**src/rtl/noc_pkg.sv**
```systemverilog
// -----------------------------------------------------------------------------
// noc_pkg
// Shared definitions for the NoC router and its link-side port buffers.
//   PACKET_SIZE : packet width in bits; bits [1:0] carry the destination field
//   DIR_*       : encodings of the destination field (router output select)
// -----------------------------------------------------------------------------
package noc_pkg;

   localparam int PACKET_SIZE = 8;

   localparam logic [1:0] DIR_LOCAL = 2'b00;
   localparam logic [1:0] DIR_LEFT  = 2'b01;
   localparam logic [1:0] DIR_RIGHT = 2'b10;
   localparam logic [1:0] DIR_RSVD  = 2'b11;

endpackage

```
**src/rtl/noc_fifo_mem.sv**
```systemverilog
// -----------------------------------------------------------------------------
// noc_fifo_mem
// DEPTH x WIDTH register array backing the port buffer queue.
// The data is not reset; validity is tracked by the owner's pointers/count.
// Ports:
//   clk     : clock, rising edge
//   i_we    : write enable, samples i_wdata into entry i_waddr
//   i_waddr : write address
//   i_wdata : write data
//   i_raddr : read address
//   o_rdata : asynchronous read data of entry i_raddr
// -----------------------------------------------------------------------------
module noc_fifo_mem #(
   parameter int WIDTH = noc_pkg::PACKET_SIZE,
   parameter int DEPTH = 4,
   parameter int PTR_W = $clog2(DEPTH)
) (
   input  logic             clk,
   input  logic             i_we,
   input  logic [PTR_W-1:0] i_waddr,
   input  logic [WIDTH-1:0] i_wdata,
   input  logic [PTR_W-1:0] i_raddr,
   output logic [WIDTH-1:0] o_rdata
);

   logic [WIDTH-1:0] r_mem [DEPTH];

   always_ff @(posedge clk) begin
      if (i_we) begin
         r_mem[i_waddr] <= i_wdata;
      end
   end

   assign o_rdata = r_mem[i_raddr];

endmodule

```
**src/rtl/noc_port_buffer.sv**
```systemverilog
// -----------------------------------------------------------------------------
// noc_port_buffer
// Link-side input buffer in front of the NoC router. Captures strobed packets
// from the link into a FIFO, presents the head to the crossbar and returns one
// credit per consumed packet. Packets arriving while full are dropped, counted
// and flagged.
// Ports:
//   clk       : clock, rising edge
//   rst       : asynchronous active-high reset
//   link_in   : packet from upstream link
//   link_en   : link write strobe (only a clean 1 is a write)
//   out_data  : head-of-queue packet (don't-care while empty)
//   out_valid : head entry valid
//   out_dir   : out_data[1:0], router output select
//   out_ready : router accepts the head this cycle
//   credit    : one-cycle pulse in the cycle after each pop
//   count     : current occupancy
//   full      : count == DEPTH
//   empty     : count == 0
//   overflow  : sticky, set by the first dropped packet
//   drop_cnt  : saturating count of dropped packets
//
// Handshake: a transfer happens at a rising edge where out_valid and out_ready
// are both 1. out_valid never depends on out_ready, and out_data/out_dir stay
// stable while out_valid is 1 and no transfer has occurred.
// -----------------------------------------------------------------------------
module noc_port_buffer
   import noc_pkg::*;
#(
   parameter int PACKET_SIZE = noc_pkg::PACKET_SIZE,
   parameter int DEPTH       = 4,
   localparam int CNT_W      = $clog2(DEPTH + 1)
) (
   input  logic                   clk,
   input  logic                   rst,
   input  logic [PACKET_SIZE-1:0] link_in,
   input  logic                   link_en,
   output logic [PACKET_SIZE-1:0] out_data,
   output logic                   out_valid,
   output logic [1:0]             out_dir,
   input  logic                   out_ready,
   output logic                   credit,
   output logic [CNT_W-1:0]       count,
   output logic                   full,
   output logic                   empty,
   output logic                   overflow,
   output logic [7:0]             drop_cnt
);

   localparam int PTR_W = $clog2(DEPTH);

   logic [PTR_W-1:0] r_wr_ptr;
   logic [PTR_W-1:0] r_rd_ptr;
   logic [CNT_W-1:0] r_count;
   logic             r_credit;
   logic             r_overflow;
   logic [7:0]       r_drop_cnt;

   logic             w_link_en;
   logic             w_full;
   logic             w_empty;
   logic             w_pop;
   logic             w_push;
   logic             w_drop;

   // Case equality so an X/Z strobe in simulation reads as idle.
   assign w_link_en = (link_en === 1'b1);

   assign w_full  = (r_count == CNT_W'(DEPTH));
   assign w_empty = (r_count == '0);

   assign w_pop  = !w_empty && out_ready;
   // A pop on the same edge frees the slot, so a full queue still accepts.
   assign w_push = w_link_en && (!w_full || w_pop);
   assign w_drop = w_link_en && w_full && !w_pop;

   noc_fifo_mem #(
      .WIDTH (PACKET_SIZE),
      .DEPTH (DEPTH),
      .PTR_W (PTR_W)
   ) u_mem (
      .clk     (clk),
      .i_we    (w_push),
      .i_waddr (r_wr_ptr),
      .i_wdata (link_in),
      .i_raddr (r_rd_ptr),
      .o_rdata (out_data)
   );

   always_ff @(posedge clk or posedge rst) begin
      if (rst) begin
         r_wr_ptr   <= '0;
         r_rd_ptr   <= '0;
         r_count    <= '0;
         r_credit   <= 1'b0;
         r_overflow <= 1'b0;
         r_drop_cnt <= '0;
      end else begin
         r_credit <= w_pop;

         if (w_push) begin
            r_wr_ptr <= r_wr_ptr + PTR_W'(1);
         end
         if (w_pop) begin
            r_rd_ptr <= r_rd_ptr + PTR_W'(1);
         end

         if (w_push && !w_pop) begin
            r_count <= r_count + CNT_W'(1);
         end else if (w_pop && !w_push) begin
            r_count <= r_count - CNT_W'(1);
         end

         if (w_drop) begin
            r_overflow <= 1'b1;
            if (r_drop_cnt != 8'hFF) begin
               r_drop_cnt <= r_drop_cnt + 8'd1;
            end
         end
      end
   end

   // Derived from the async-reset count so out_valid drops as soon as rst rises.
   assign out_valid = !w_empty;
   assign out_dir   = out_data[1:0];
   assign credit    = r_credit;
   assign count     = r_count;
   assign full      = w_full;
   assign empty     = w_empty;
   assign overflow  = r_overflow;
   assign drop_cnt  = r_drop_cnt;

endmodule

```
**config.mk**
```make
export PLATFORM = sky130hd
export DESIGN_NAME = noc_port_buffer
export DESIGN_NICKNAME = d
export VERILOG_FILES = /design/src/rtl/noc_pkg.sv /design/src/rtl/noc_fifo_mem.sv /design/src/rtl/noc_port_buffer.sv
export SDC_FILE = /design/constraint.sdc
export NUM_CORES = 1
export LEC_CHECK = 0
export BUFFER_PORTS_ARGS = -buffer_cell sky130_fd_sc_hd__buf_2
export CORE_ASPECT_RATIO = 0.75
export CORE_MARGIN = 8
export CORE_UTILIZATION = 49
export CTS_BUF_LIST = sky130_fd_sc_hd__clkbuf_16
export CTS_CLUSTER_DIAMETER = 80
export DETAILED_ROUTE_END_ITERATION = 12
export PLACE_DENSITY = 0.81
export SLEW_MARGIN = 20
export SYNTH_ARGS = -nofsm -noshare
export SYNTH_HDL_FRONTEND = slang
export SYNTH_SLANG_ARGS = --single-unit
```
**constraint.sdc**
```tcl
create_clock -name clk -period 2.2 [get_ports clk]
set_input_delay 0.22 -clock clk [delete_from_list [all_inputs] [get_ports clk]]
set_output_delay 0.22 -clock clk [all_outputs]
set_load 0.005 [all_outputs]
```
==> results.md <==
* Min Tclk post-route at 2.093 ns
* Vias in the first global route at 1277
* Avg WL per Cell at 17.35 µm
* Vias per Instance at 5.063
* CP required at 2.41 ns
* Die X at 90.82 µm
* Global-route wire length before repair at 6299 µm
* GRT Overall Usage at 12.50%
* Final setup viols at 0
* Clk sinks at 49
* GR Overflow Total at 0
* Hold Vio Cnt, Final at 0
* CP Data Arrival Time at 2.30 ns
* Crit path max fanout at 3
* Most frequent cells in the layout: buf_2 (37), edfxtp_1 (32), dfrtp_1 (16)
* CTS tree: built
* Depth of the CTS H-tree at 2
* Die Area at 0.006549 mm²
* Largest area contributor in the netlist: edfxtp_1
* Drt pass-1 iters at 4
* Total wire length at 3852 µm
* Clock Path Buffers at 2
* IO Count at 38
* GPL Wtd Cong at 0.8414
* Fin nets at 185
* Ys async rst share at 34.69%
* Setup CP Type: register to register
* Static Leak at 1.025 nW
* Rows at 20
* Root buffer cell: clkbuf_16
* Post-DP HPWL at 2887 µm
* Most common cell after layout, fill and taps aside: buf_2
* # DRC at 0
* Worst VDD drop at 0.5841 mV
* DRT iter0 DRCs at 65
* Max-slew headroom at 57.00%
* Post-Syn Instances at 122
* Post-route clock period utilization at 95.14%
* Area grow syn2layout at 20.62%
* Die H at 72.11 µm
* Final ANT Viol Nets at 0
* CP endpoint kind: register
* Max Clock Skew at 0.005574 ns
* Initial core utilization at 50.74%
* Synth unique cells at 31
* Area fraction of the dominant cell type after synthesis at 46.72%
* Outcome: finished, final reports clean
* Largest net degree at the start of global routing at 18
* Seq/Total Area, Yosys at 67.40%
* Ys flop type: edfxtp_1
* Initial antenna violation count at 0
* Num CTS Buffers at 5
* Synth warnings at 0
* Top cells by area, synth: edfxtp_1 (47%), dfrtp_1 (21%), mux4_2 (8.8%)
* F_max at 477.7 MHz
* Number of port buffers at 37
* Number of enable flip-flop cells after synthesis at 32
* Clock Pin Slew Worst Setup and Hold Paths at 0.06 ns
* Syn nets at 141
* Skew-Pair Late Insertion Delay at 0.29 ns
* Setup TNS Final at 0 ns
* Max-slew violations at 0
* Syn avg cell area at 16.86 µm²
* Diode count at 0
* Via count at 1124
* Mapped cell area at 0.002057 mm²
* Core Box Area at 0.004054 mm²
* Post-layout total power at 3.076 mW
* Fillcell total at 310
* Slew at the pin closest to its max-slew limit at 0.6443 ns
* Flops & latches, synth at 49
* PD cells at 1240 mW/mm²
* Share of cells above drive strength 1 at 42.51%
* Maxcap violations at 0
* Worst hold path type: primary input to async pin
* Startpoint class of the critical path: register
==> cells by family after synthesis <==
kind of cell / Yosys count / synth area share (%)
and+or+nand+nor: 31 / 9.671
DFF: 49 / 67.40
AOI/OAI and AO/OA: 1 / 0.2431
buffers and inverters: 11 / 2.432
xor gates and xnor gates: 11 / 4.684
muxes: 12 / 10.95
adders and majority gates: 7 / 4.623
==> final cells by class <==
type | instances | area [µm²] | area share [%]
Clock inverter | 3 | 15.01 | 0.6051
Clock buffer | 5 | 125.1 | 5.043
Timing Repair Buffer | 42 | 222.7 | 8.976
Sequential cell | 49 | 1388 | 55.93
Tap cell | 55 | 68.82 | 2.774
Inverter | 6 | 22.52 | 0.9077
Multi-Input combinational cell | 62 | 639.4 | 25.77
==> worst max-delay path: stages (launching register included) <==
cell and delay [ns]:
dfrtp_1 0.41, or3_4 0.41, and2_4 0.18, inv_2 0.08, ha_4 0.14, inv_1 0.05, fa_2 0.33, xor2_1 0.15
nor2_1 0.13, xor2_1 0.15
==> metal layers <==
layer / vias to the layer above / GRT usage [%] / share of wire, %
met5: - / 0 / 0
met4: 0 / 7.414 / 2.2
met3: 7 / 3.402 / 4.8
met2: 26 / 21.67 / 53
met1: 558 / 13.67 / 40
li1: 533 / - / -
==> state kept, by name, indices dropped and copies added, names as in the netlist <==
| signal | cells |
|---|---|
| drop_cnt | 8 |
| overflow | 1 |
| r_rd_ptr | 2 |
| r_wr_ptr | 2 |
| credit | 1 |
| u_mem.r_mem | 32 |
| count | 3 |
==> metrics by stage <==
step / std cells / hold slack [ns] / setup slack (ns) / instance area, µm² / utilization [%]
2_1_floorplan: 122 / 0.1460 / 0.005206 / 2062 / -
3_3_place_gp: 213 / 0.3125 / 0.1029 / 2318 / 57.19
3_5_place_dp: 213 / 0.3367 / 0.02246 / 2318 / 57.19
4_1_cts: 221 / 0.03213 / 0.006012 / 2459 / 60.65
5_1_grt: 222 / 0.07393 / -0.001559 / 2481 / 61.20
6_report: 222 / 0.009983 / 0.1068 / 2481 / 61.20
==> power breakdown <==
group	switching, mW	total (mW)	internal, mW
clock network	0.308	0.720	0.413
logic	0.423	0.958	0.534
registers	0.181	1.40	1.22
total	0.912	3.08	2.16
==> cell usage after synthesis, drive strengths merged, types with 2 or more instances <==
master / instances
xnor2: 4
dfrtp: 17
nand3: 4
and2: 5
edfxtp: 32
nor2: 4
ha: 6
inv: 6
nand2: 5
nor3b: 2
mux4: 8
xor2: 7
nor3: 3
buf: 4
mux2: 4
==> worst paths after layout <==
check / from / to / slack [ns] / depth (start not counted)
hold / removal: rst / drop_cnt[6] / 0.01 / 2
hold reg to reg: overflow / overflow / 0.48 / 1
min in group clk: link_in[5] / u_mem.r_mem[1][5] / 0.16 / 1
setup / recovery: count[1] / count[2] / 0.11 / 9
setup reg to reg: count[1] / count[2] / 0.11 / 9
max in group asynchronous: rst / count[0] / 1.73 / 2
==> what timing repair did <==
| action | 4_1_cts | 5_1_grt |
|---|---|---|
| endpoints found under the setup margin | 0 | 1 |
| hold buffers | 0 | 0 |
| gates resized for setup | 0 | 3 |
| setup buffers | 0 | 1 |
No activity file was read; power rests on OpenSTA's default activity.
